### src/rtl/prefetch_stream_ctrl_pkg.sv
// rtl/prefetch_stream_ctrl_pkg.sv - shared types and sizing helpers for the prefetch stream controller
package prefetch_pkg;

  typedef enum logic [1:0] {
    S_IDLE     = 2'd0,
    S_DEMAND   = 2'd1,
    S_PREFETCH = 2'd2
  } pf_state_e;

  localparam int PF_MAX_DEPTH = 8;

  function automatic bit depth_legal(input int depth);
    return (depth >= 1) && (depth <= PF_MAX_DEPTH) && ((depth & (depth - 1)) == 0);
  endfunction

  // A single-entry buffer still needs a 1-bit pointer to form a legal vector.
  function automatic int ptr_width(input int depth);
    return (depth > 1) ? $clog2(depth) : 1;
  endfunction

endpackage

### src/rtl/prefetch_stream_ctrl_if.sv
// rtl/prefetch_stream_ctrl_if.sv - line read channel (request/address, one-cycle ready pulse with data)
interface prefetch_stream_ctrl_if #(
  parameter int ADDR_W = 28,
  parameter int DATA_W = 128
);
  logic              read;
  logic [ADDR_W-1:0] addr;
  logic [DATA_W-1:0] rdata;
  logic              ready;

  modport master (output read, output addr, input rdata, input ready);
  modport slave  (input read, input addr, output rdata, output ready);
endinterface

### src/rtl/prefetch_stream_ctrl_pf_line_fifo.sv
// rtl/prefetch_stream_ctrl_pf_line_fifo.sv - circular FIFO of prefetched {address, line} pairs
module pf_line_fifo
  import prefetch_pkg::*;
#(
  parameter int ADDR_W = 28,
  parameter int DATA_W = 128,
  parameter int DEPTH  = 4
) (
  input  logic              clk,
  input  logic              rst,
  input  logic              i_push,
  input  logic [ADDR_W-1:0] i_push_addr,
  input  logic [DATA_W-1:0] i_push_data,
  input  logic              i_pop,
  input  logic              i_flush,
  output logic              o_full,
  output logic              o_empty,
  output logic [ADDR_W-1:0] o_head_addr,
  output logic [DATA_W-1:0] o_head_data
);

  localparam int PTR_W = ptr_width(DEPTH);
  localparam int CNT_W = $clog2(DEPTH) + 1;

  logic [ADDR_W-1:0] r_addr [DEPTH];
  logic [DATA_W-1:0] r_data [DEPTH];
  logic [PTR_W-1:0]  r_wr_ptr;
  logic [PTR_W-1:0]  r_rd_ptr;
  logic [CNT_W-1:0]  r_count;

  logic w_do_push;
  logic w_do_pop;

  function automatic logic [PTR_W-1:0] next_ptr(input logic [PTR_W-1:0] p);
    return (p == PTR_W'(DEPTH - 1)) ? '0 : p + PTR_W'(1);
  endfunction

  assign o_full      = (r_count == CNT_W'(DEPTH));
  assign o_empty     = (r_count == '0);
  assign w_do_push   = i_push && !o_full && !i_flush;
  assign w_do_pop    = i_pop && !o_empty && !i_flush;
  assign o_head_addr = r_addr[r_rd_ptr];
  assign o_head_data = r_data[r_rd_ptr];

  always_ff @(posedge clk) begin
    if (rst || i_flush) begin
      r_wr_ptr <= '0;
      r_rd_ptr <= '0;
      r_count  <= '0;
    end else begin
      if (w_do_push) r_wr_ptr <= next_ptr(r_wr_ptr);
      if (w_do_pop)  r_rd_ptr <= next_ptr(r_rd_ptr);
      case ({w_do_push, w_do_pop})
        2'b10:   r_count <= r_count + CNT_W'(1);
        2'b01:   r_count <= r_count - CNT_W'(1);
        default: r_count <= r_count;
      endcase
    end
  end

  // Entries are only meaningful below the occupancy count, so storage needs no reset.
  always_ff @(posedge clk) begin
    if (w_do_push) begin
      r_addr[r_wr_ptr] <= i_push_addr;
      r_data[r_wr_ptr] <= i_push_data;
    end
  end

endmodule

### src/rtl/prefetch_stream_ctrl.sv
// rtl/prefetch_stream_ctrl.sv - I-cache miss proxy with a sequential stream prefetch buffer
// Optional hit/miss counters are built when PREFETCH_STATS_EN is defined.
module prefetch_stream_ctrl
  import prefetch_pkg::*;
#(
  parameter int ADDR_W = 28,
  parameter int DATA_W = 128,
  parameter int DEPTH  = 4
) (
  input  logic                   clk,
  input  logic                   rst,
  prefetch_stream_ctrl_if.slave  i_cache,
  prefetch_stream_ctrl_if.master o_mem,
  input  logic                   i_pf_flush
`ifdef PREFETCH_STATS_EN
  ,
  output logic [31:0]            o_stat_hits,
  output logic [31:0]            o_stat_misses
`endif
);

  localparam logic [ADDR_W-1:0] ADDR_ONE = ADDR_W'(1);

  if (!depth_legal(DEPTH)) begin : g_depth_err
    $error("prefetch_stream_ctrl: DEPTH must be a power of two in 1..8");
  end

  pf_state_e         r_state;
  logic              r_cache_ready;
  logic [DATA_W-1:0] r_cache_rdata;
  logic              r_mem_read;
  logic [ADDR_W-1:0] r_mem_addr;
  logic [ADDR_W-1:0] r_pf_next;
  logic              r_pf_next_valid;
  logic              r_flush_seen;

  logic              w_idle;
  logic              w_req;
  logic              w_hit;
  logic              w_miss;
  logic              w_pf_issue;
  logic              w_push;
  logic              w_fifo_flush;
  logic              w_full;
  logic              w_empty;
  logic [ADDR_W-1:0] w_head_addr;
  logic [DATA_W-1:0] w_head_data;

  // The cache drops its request on the edge after ready, so the ready cycle sees no request.
  assign w_idle       = (r_state == S_IDLE);
  assign w_req        = i_cache.read && !r_cache_ready;
  assign w_hit        = w_idle && w_req && !i_pf_flush && !w_empty && (w_head_addr == i_cache.addr);
  assign w_miss       = w_idle && w_req && !w_hit;
  assign w_pf_issue   = w_idle && !w_req && !i_pf_flush && !w_full && r_pf_next_valid;
  assign w_push       = (r_state == S_PREFETCH) && o_mem.ready && !r_flush_seen && !i_pf_flush;
  assign w_fifo_flush = i_pf_flush || w_miss;

  pf_line_fifo #(
    .ADDR_W (ADDR_W),
    .DATA_W (DATA_W),
    .DEPTH  (DEPTH)
  ) u_fifo (
    .clk         (clk),
    .rst         (rst),
    .i_push      (w_push),
    .i_push_addr (r_mem_addr),
    .i_push_data (o_mem.rdata),
    .i_pop       (w_hit),
    .i_flush     (w_fifo_flush),
    .o_full      (w_full),
    .o_empty     (w_empty),
    .o_head_addr (w_head_addr),
    .o_head_data (w_head_data)
  );

  always_ff @(posedge clk) begin
    if (rst) begin
      r_state         <= S_IDLE;
      r_cache_ready   <= 1'b0;
      r_cache_rdata   <= '0;
      r_mem_read      <= 1'b0;
      r_mem_addr      <= '0;
      r_pf_next       <= '0;
      r_pf_next_valid <= 1'b0;
      r_flush_seen    <= 1'b0;
    end else begin
      r_cache_ready <= 1'b0;
      case (r_state)
        S_IDLE: begin
          if (i_pf_flush) r_pf_next_valid <= 1'b0;
          if (w_hit) begin
            r_cache_rdata <= w_head_data;
            r_cache_ready <= 1'b1;
          end else if (w_miss) begin
            r_mem_read   <= 1'b1;
            r_mem_addr   <= i_cache.addr;
            r_flush_seen <= 1'b0;
            r_state      <= S_DEMAND;
          end else if (w_pf_issue) begin
            r_mem_read   <= 1'b1;
            r_mem_addr   <= r_pf_next;
            r_flush_seen <= 1'b0;
            r_state      <= S_PREFETCH;
          end
        end
        S_DEMAND: begin
          if (i_pf_flush) r_flush_seen <= 1'b1;
          if (o_mem.ready) begin
            r_cache_rdata   <= o_mem.rdata;
            r_cache_ready   <= 1'b1;
            r_mem_read      <= 1'b0;
            r_pf_next       <= r_mem_addr + ADDR_ONE;
            r_pf_next_valid <= !(&r_mem_addr) && !r_flush_seen && !i_pf_flush;
            r_state         <= S_IDLE;
          end
        end
        S_PREFETCH: begin
          if (i_pf_flush) begin
            r_flush_seen    <= 1'b1;
            r_pf_next_valid <= 1'b0;
          end
          if (o_mem.ready) begin
            r_mem_read <= 1'b0;
            r_state    <= S_IDLE;
            if (!r_flush_seen && !i_pf_flush) begin
              r_pf_next <= r_pf_next + ADDR_ONE;
              if (&r_pf_next) r_pf_next_valid <= 1'b0;
            end
          end
        end
        default: r_state <= S_IDLE;
      endcase
    end
  end

  assign i_cache.ready = r_cache_ready;
  assign i_cache.rdata = r_cache_rdata;
  assign o_mem.read    = r_mem_read;
  assign o_mem.addr    = r_mem_addr;

`ifdef PREFETCH_STATS_EN
  logic [31:0] r_stat_hits;
  logic [31:0] r_stat_misses;

  always_ff @(posedge clk) begin
    if (rst) begin
      r_stat_hits   <= '0;
      r_stat_misses <= '0;
    end else begin
      if (w_hit && (r_stat_hits != '1))    r_stat_hits   <= r_stat_hits + 32'd1;
      if (w_miss && (r_stat_misses != '1)) r_stat_misses <= r_stat_misses + 32'd1;
    end
  end

  assign o_stat_hits   = r_stat_hits;
  assign o_stat_misses = r_stat_misses;
`endif

endmodule

### src/flat_wrapper.sv
// flat-port wrapper written by rule: the top's interface ports become plain ports
module prefetch_stream_ctrl_flat import prefetch_pkg::*;
#(
  parameter int ADDR_W = 28,
  parameter int DATA_W = 128,
  parameter int DEPTH  = 4
)
  (clk, rst, i_pf_flush, i_cache_read, i_cache_addr, i_cache_rdata, i_cache_ready, o_mem_read, o_mem_addr, o_mem_rdata, o_mem_ready);
  prefetch_stream_ctrl_if #(.ADDR_W(ADDR_W), .DATA_W(DATA_W)) i_cache_i ();
  prefetch_stream_ctrl_if #(.ADDR_W(ADDR_W), .DATA_W(DATA_W)) o_mem_i ();
  input  logic clk;
  input  logic rst;
  input  logic i_pf_flush;
  input wire logic [$bits(i_cache_i.read)-1:0] i_cache_read;
  input wire logic [$bits(i_cache_i.addr)-1:0] i_cache_addr;
  output wire logic [$bits(i_cache_i.rdata)-1:0] i_cache_rdata;
  output wire logic [$bits(i_cache_i.ready)-1:0] i_cache_ready;
  output wire logic [$bits(o_mem_i.read)-1:0] o_mem_read;
  output wire logic [$bits(o_mem_i.addr)-1:0] o_mem_addr;
  input wire logic [$bits(o_mem_i.rdata)-1:0] o_mem_rdata;
  input wire logic [$bits(o_mem_i.ready)-1:0] o_mem_ready;
  assign i_cache_i.read = i_cache_read;
  assign i_cache_i.addr = i_cache_addr;
  assign i_cache_rdata = i_cache_i.rdata;
  assign i_cache_ready = i_cache_i.ready;
  assign o_mem_read = o_mem_i.read;
  assign o_mem_addr = o_mem_i.addr;
  assign o_mem_i.rdata = o_mem_rdata;
  assign o_mem_i.ready = o_mem_ready;
  prefetch_stream_ctrl #(.ADDR_W(ADDR_W), .DATA_W(DATA_W), .DEPTH(DEPTH)) u_core (.clk(clk), .rst(rst), .i_cache(i_cache_i), .o_mem(o_mem_i), .i_pf_flush(i_pf_flush));
endmodule
### config.mk
export PLATFORM = sky130hd
export DESIGN_NAME = prefetch_stream_ctrl_flat
export DESIGN_NICKNAME = d
export VERILOG_FILES = /design/src/rtl/prefetch_stream_ctrl_pkg.sv /design/src/rtl/prefetch_stream_ctrl_if.sv /design/src/rtl/prefetch_stream_ctrl_pf_line_fifo.sv /design/src/rtl/prefetch_stream_ctrl.sv /design/src/flat_wrapper.sv
export SDC_FILE = /design/constraint.sdc
export NUM_CORES = 1
export LEC_CHECK = 0
export CORE_MARGIN = 3
export CORE_UTILIZATION = 50
export DETAILED_ROUTE_END_ITERATION = 7
export GPL_ROUTABILITY_DRIVEN = 0
export PLACE_DENSITY_LB_ADDON = 0.05
export SYNTH_ARGS = -nofsm -noshare
export SYNTH_HDL_FRONTEND = slang
export SYNTH_HIERARCHICAL = 1
export SYNTH_SLANG_ARGS = --single-unit
### constraint.sdc
create_clock -name clk -period 10.35 [get_ports clk]
set_input_delay 2.07 -clock clk [delete_from_list [all_inputs] [get_ports clk]]
set_output_delay 2.07 -clock clk [all_outputs]
set_load 0.02 [all_outputs]
==> run_results.csv <==
group,metric,value,unit
pwr,power.internal,5460,uW
clock_tree,cts_buffers,86,
clock_tree,clock_latency,630,ps
routing,post_drt_wl_per_cell,24.2,um
pwr,ir_drop,0.131,mV
routing,dr.first_iter.drc_count,1395,
place,port_buffers,318,
worst_setup_path,crit_required,10600,ps
global_route,grt_pass1_vias,19300,
worst_setup_path,crit_type,"in -> reg",
floorplanning,io_pins,319,
clock_tree,h-tree-depth,3,
yosys,synth_top_area_share,56.0,%
pwr,sw_frac_of_total,21.4,%
place,detailedPlacementHpwl,46700,um
worst_setup_path,crit_buf_inv,2,
floorplanning,design.die.area,0.0700,mm^2
clock_tree,tritoncts_num_sinks,823,
yosys,synth.cell_area,0.0334,mm^2
sta,timing.slew.headroom,18.0,%
sta,finalCritPeriodShare,58.9,%
worst_setup_path,critical_path.cell_chain,"clkdlybuf4s50_1, xnor2_1, nand4_1, or4_1, o21ai_4, nand2b_1, nor3b_2, and2_4, buf_4",
clock_tree,clk_root_buffer_cell,"sky130_fd_sc_hd__clkbuf_16",
pwr,switch_pwr,1490,uW
yosys,netlist_top_cells_area,"sky130_fd_sc_hd__edfxtp_1 56%, sky130_fd_sc_hd__dfxtp_1 12%, sky130_fd_sc_hd__mux4_2 11%, sky130_fd_sc_hd__mux2i_1 5.2%, sky130_fd_sc_hd__a211oi_1 2.9%",
worst_setup_path,cp_top_family,"simple AND/OR/NAND/NOR gates",
routing,detail-route-antenna-nets,0,
sta,grt_setup_unrepaired,"no",
sta,slew_viol_final,0,
yosys,syn_avg_cell_area,16.6,um^2
cells_and_area,synthToLayoutAreaGrowth,19.0,%
cells_and_area,post_route_cells_drive_above_1_share,15.0,%
yosys,synth-seq-cells,823,
pwr,powerDensity,174,mW/mm^2
job,cap_viol_max_count,0,
outcome,run_status,"finished, final reports clean",
worst_hold_path,min_delay_path_depth,2,
cells_and_area,fin_area,0.0398,mm^2
sta,totalNegativeSetupSlack,0,ps
routing,routed-via-count,19000,
floorplanning,floorplan.rows,94,
worst_setup_path,max_stage_delay,820,ps
cells_and_area,layout_common_cells,"624 x sky130_fd_sc_hd__edfxtp_1, 317 x sky130_fd_sc_hd__clkdlybuf4s50_1, 197 x sky130_fd_sc_hd__dfxtp_1",
yosys,synth_flop_cell,"sky130_fd_sc_hd__edfxtp_1",
routing,detail_route.first_pass.iterations,5,
pwr,leakage,0.0123,uW
worst_setup_path,critical_path_cell_count,9,
clock_tree,holdBufCountCts,0,
yosys,seq_total_area_yosys,68.0,%
worst_setup_path,worst_ep_arrival_time,6340,ps
global_route,antenna_found_initial,8,
pwr,power.share.clock,43.2,%
global_route,total_global_routing_track_utilization,22.4,%
yosys,synth-edff-count,624,
worst_setup_path,timing.reg2reg.worst_path_depth,10,
yosys,synth_cells,2010,
worst_setup_path,worst_path_max_delay_cell,"sky130_fd_sc_hd__buf_4",
yosys,synth_nets,2184,
clock_tree,cts.path.max_buffers,3,
sta,layout_min_cycle_time,6100,ps
worst_setup_path,critical_path_peak_fanout,58,
worst_setup_path,cp-end-kind,"register",
yosys,yosysWarningCount,6,
sta,skew,22.7,ps
pwr,seq_power_share,52.1,%
clock_tree,post_cts_resized,0,
sta,number_of_failing_hold_endpoints_at_the_final_stage,0,
global_route,global_route.overflow_total,0,
floorplanning,dieWidth,265,um
cells_and_area,mostFrequentLayoutCell,"sky130_fd_sc_hd__edfxtp_1",
clock_tree,cts.reportedPaths.clkPinSlew,60,ps
clock_tree,postCtsSetupRepairBufs,0,
floorplanning,die_height,265,um
yosys,yosysUniqueCellTypes,68,
pwr,share_comb_of_total_power,4.6,%
global_route,wire_length_of_the_first_global_routing_pass,120000,um
sta,maxClockFrequency,0.164,GHz
floorplanning,coreArea,0.0660,mm^2
sta,worst-slew-pin-transition,1230,ps
routing,vias_per_cell,5.84,
sta,setup_violations,0,
yosys,synth_top_cell_by_area,"sky130_fd_sc_hd__edfxtp_1",
worst_setup_path,worst_setup_path_start_kind,"input pin",
routing,drc,0,
clock_tree,cts_tree,"done",
global_route,grt_max_degree,157,
yosys,ys_async_sr_fraction,0,%
floorplanning,initial_core_util,50.7,%
place,placedInstanceArea,0.0370,mm^2
worst_hold_path,worst_hold_path_type,"reg -> reg",
cells_and_area,fin_nets,2480,
routing,detail_route.wirelength,78600,um
worst min-delay path: cells and delay by family, from the launching register on:
kind               cells  cell delay [ps]
AOI/OAI and AO/OA      1               80
DFF                    1              310
and+or+nand+nor        1               50
state kept, by name, summed over array words and instances, names as in the netlist, 2 cells and up, named ones only:
name                    count
u_core/u_fifo/r_data      512
u_core/i_cache.rdata      128
u_core/u_fifo/r_addr      112
u_core/o_mem.addr          28
u_core/r_pf_next           28
u_core/u_fifo/r_count       3
u_core/r_state              2
u_core/u_fifo/r_rd_ptr      2
u_core/u_fifo/r_wr_ptr      2
final timing paths:
check / startpoint / end / slack (ps)
worst min register to register: u_core/u_fifo/r_rd_ptr[1] / register / 500
worst max-delay path: i_cache_addr[23] / u_core/u_fifo/r_data[2][15] / 4250
worst max register to register: register / u_core/u_fifo/r_data[2][15] / 4330
worst min-delay path: u_core/u_fifo/r_rd_ptr[1] / register / 500
per-stage QoR:
| stage | instances | utilization, % | hold WS (ps) | setup slack (ps) | power [uW] |
|---|---|---|---|---|---|
| floorplan | 2010 | - | 460 | 2510 | 3820 |
| global placement | 3082 | 56.1 | 480 | 3570 | 4000 |
| detailed placement | 3082 | 56.1 | 489 | 3500 | 4010 |
| CTS | 3243 | 60.3 | 497 | 4150 | 7020 |
| global route | 3247 | 60.3 | 518 | 3800 | 7170 |
| finish | 3248 | 60.3 | 495 | 4250 | 6940 |
cells by family after synthesis:
group,count (synthesis),synth area share [%]
adders and majority gates,13,0.509
AOI/OAI and AO/OA,268,6.15
buffers and inverters,154,3.10
DFF,823,68.0
xor gates and xnor gates,35,0.917
muxes,339,16.0
and+or+nand+nor,378,5.34
cell usage after synthesis, types with 12 or more instances:
cell type                  instances
sky130_fd_sc_hd__a211oi_2         30
sky130_fd_sc_hd__nand3_1          27
sky130_fd_sc_hd__nor2_1          186
sky130_fd_sc_hd__xnor2_1          31
sky130_fd_sc_hd__dfxtp_1         199
sky130_fd_sc_hd__ha_1             12
sky130_fd_sc_hd__nand2_1          55
sky130_fd_sc_hd__buf_4            17
sky130_fd_sc_hd__buf_6            13
sky130_fd_sc_hd__a21oi_1          33
sky130_fd_sc_hd__o21ai_0          22
sky130_fd_sc_hd__clkbuf_1         50
sky130_fd_sc_hd__mux4_2          156
sky130_fd_sc_hd__buf_2            33
sky130_fd_sc_hd__a31oi_1          15
sky130_fd_sc_hd__inv_1            21
sky130_fd_sc_hd__edfxtp_1        624
sky130_fd_sc_hd__buf_12           15
sky130_fd_sc_hd__a211oi_1        129
sky130_fd_sc_hd__mux2i_1         175
sky130_fd_sc_hd__nand4_1          29
power by group through the flow:
stage | clock network (uW) | logic, uW | registers, uW
3_5_place_dp | 0 | 322 | 3690
4_1_cts | 3070 | 323 | 3620
3_3_place_gp | 0 | 316 | 3690
6_report | 3000 | 321 | 3620
5_1_grt | 3200 | 345 | 3620
2_1_floorplan | 0 | 130 | 3690
layer usage:
metal,track usage (%),share of wire [%]
met5,0,0.047
met4,5.48,1.8
met3,4.86,6.0
met2,36.7,49
met1,30.9,43
layout make-up:
class	count	area [um^2]
Clock buffer	112	2320
Antenna cell	5	12.5
Fill cell	4992	26200
Sequential cell	823	22700
Clock inverter	49	449
Tap cell	864	1080
Multi-Input combinational cell	1033	9730
Inverter	21	78.8
Timing Repair Buffer	341	3390
(Power assumes the default switching activity.)
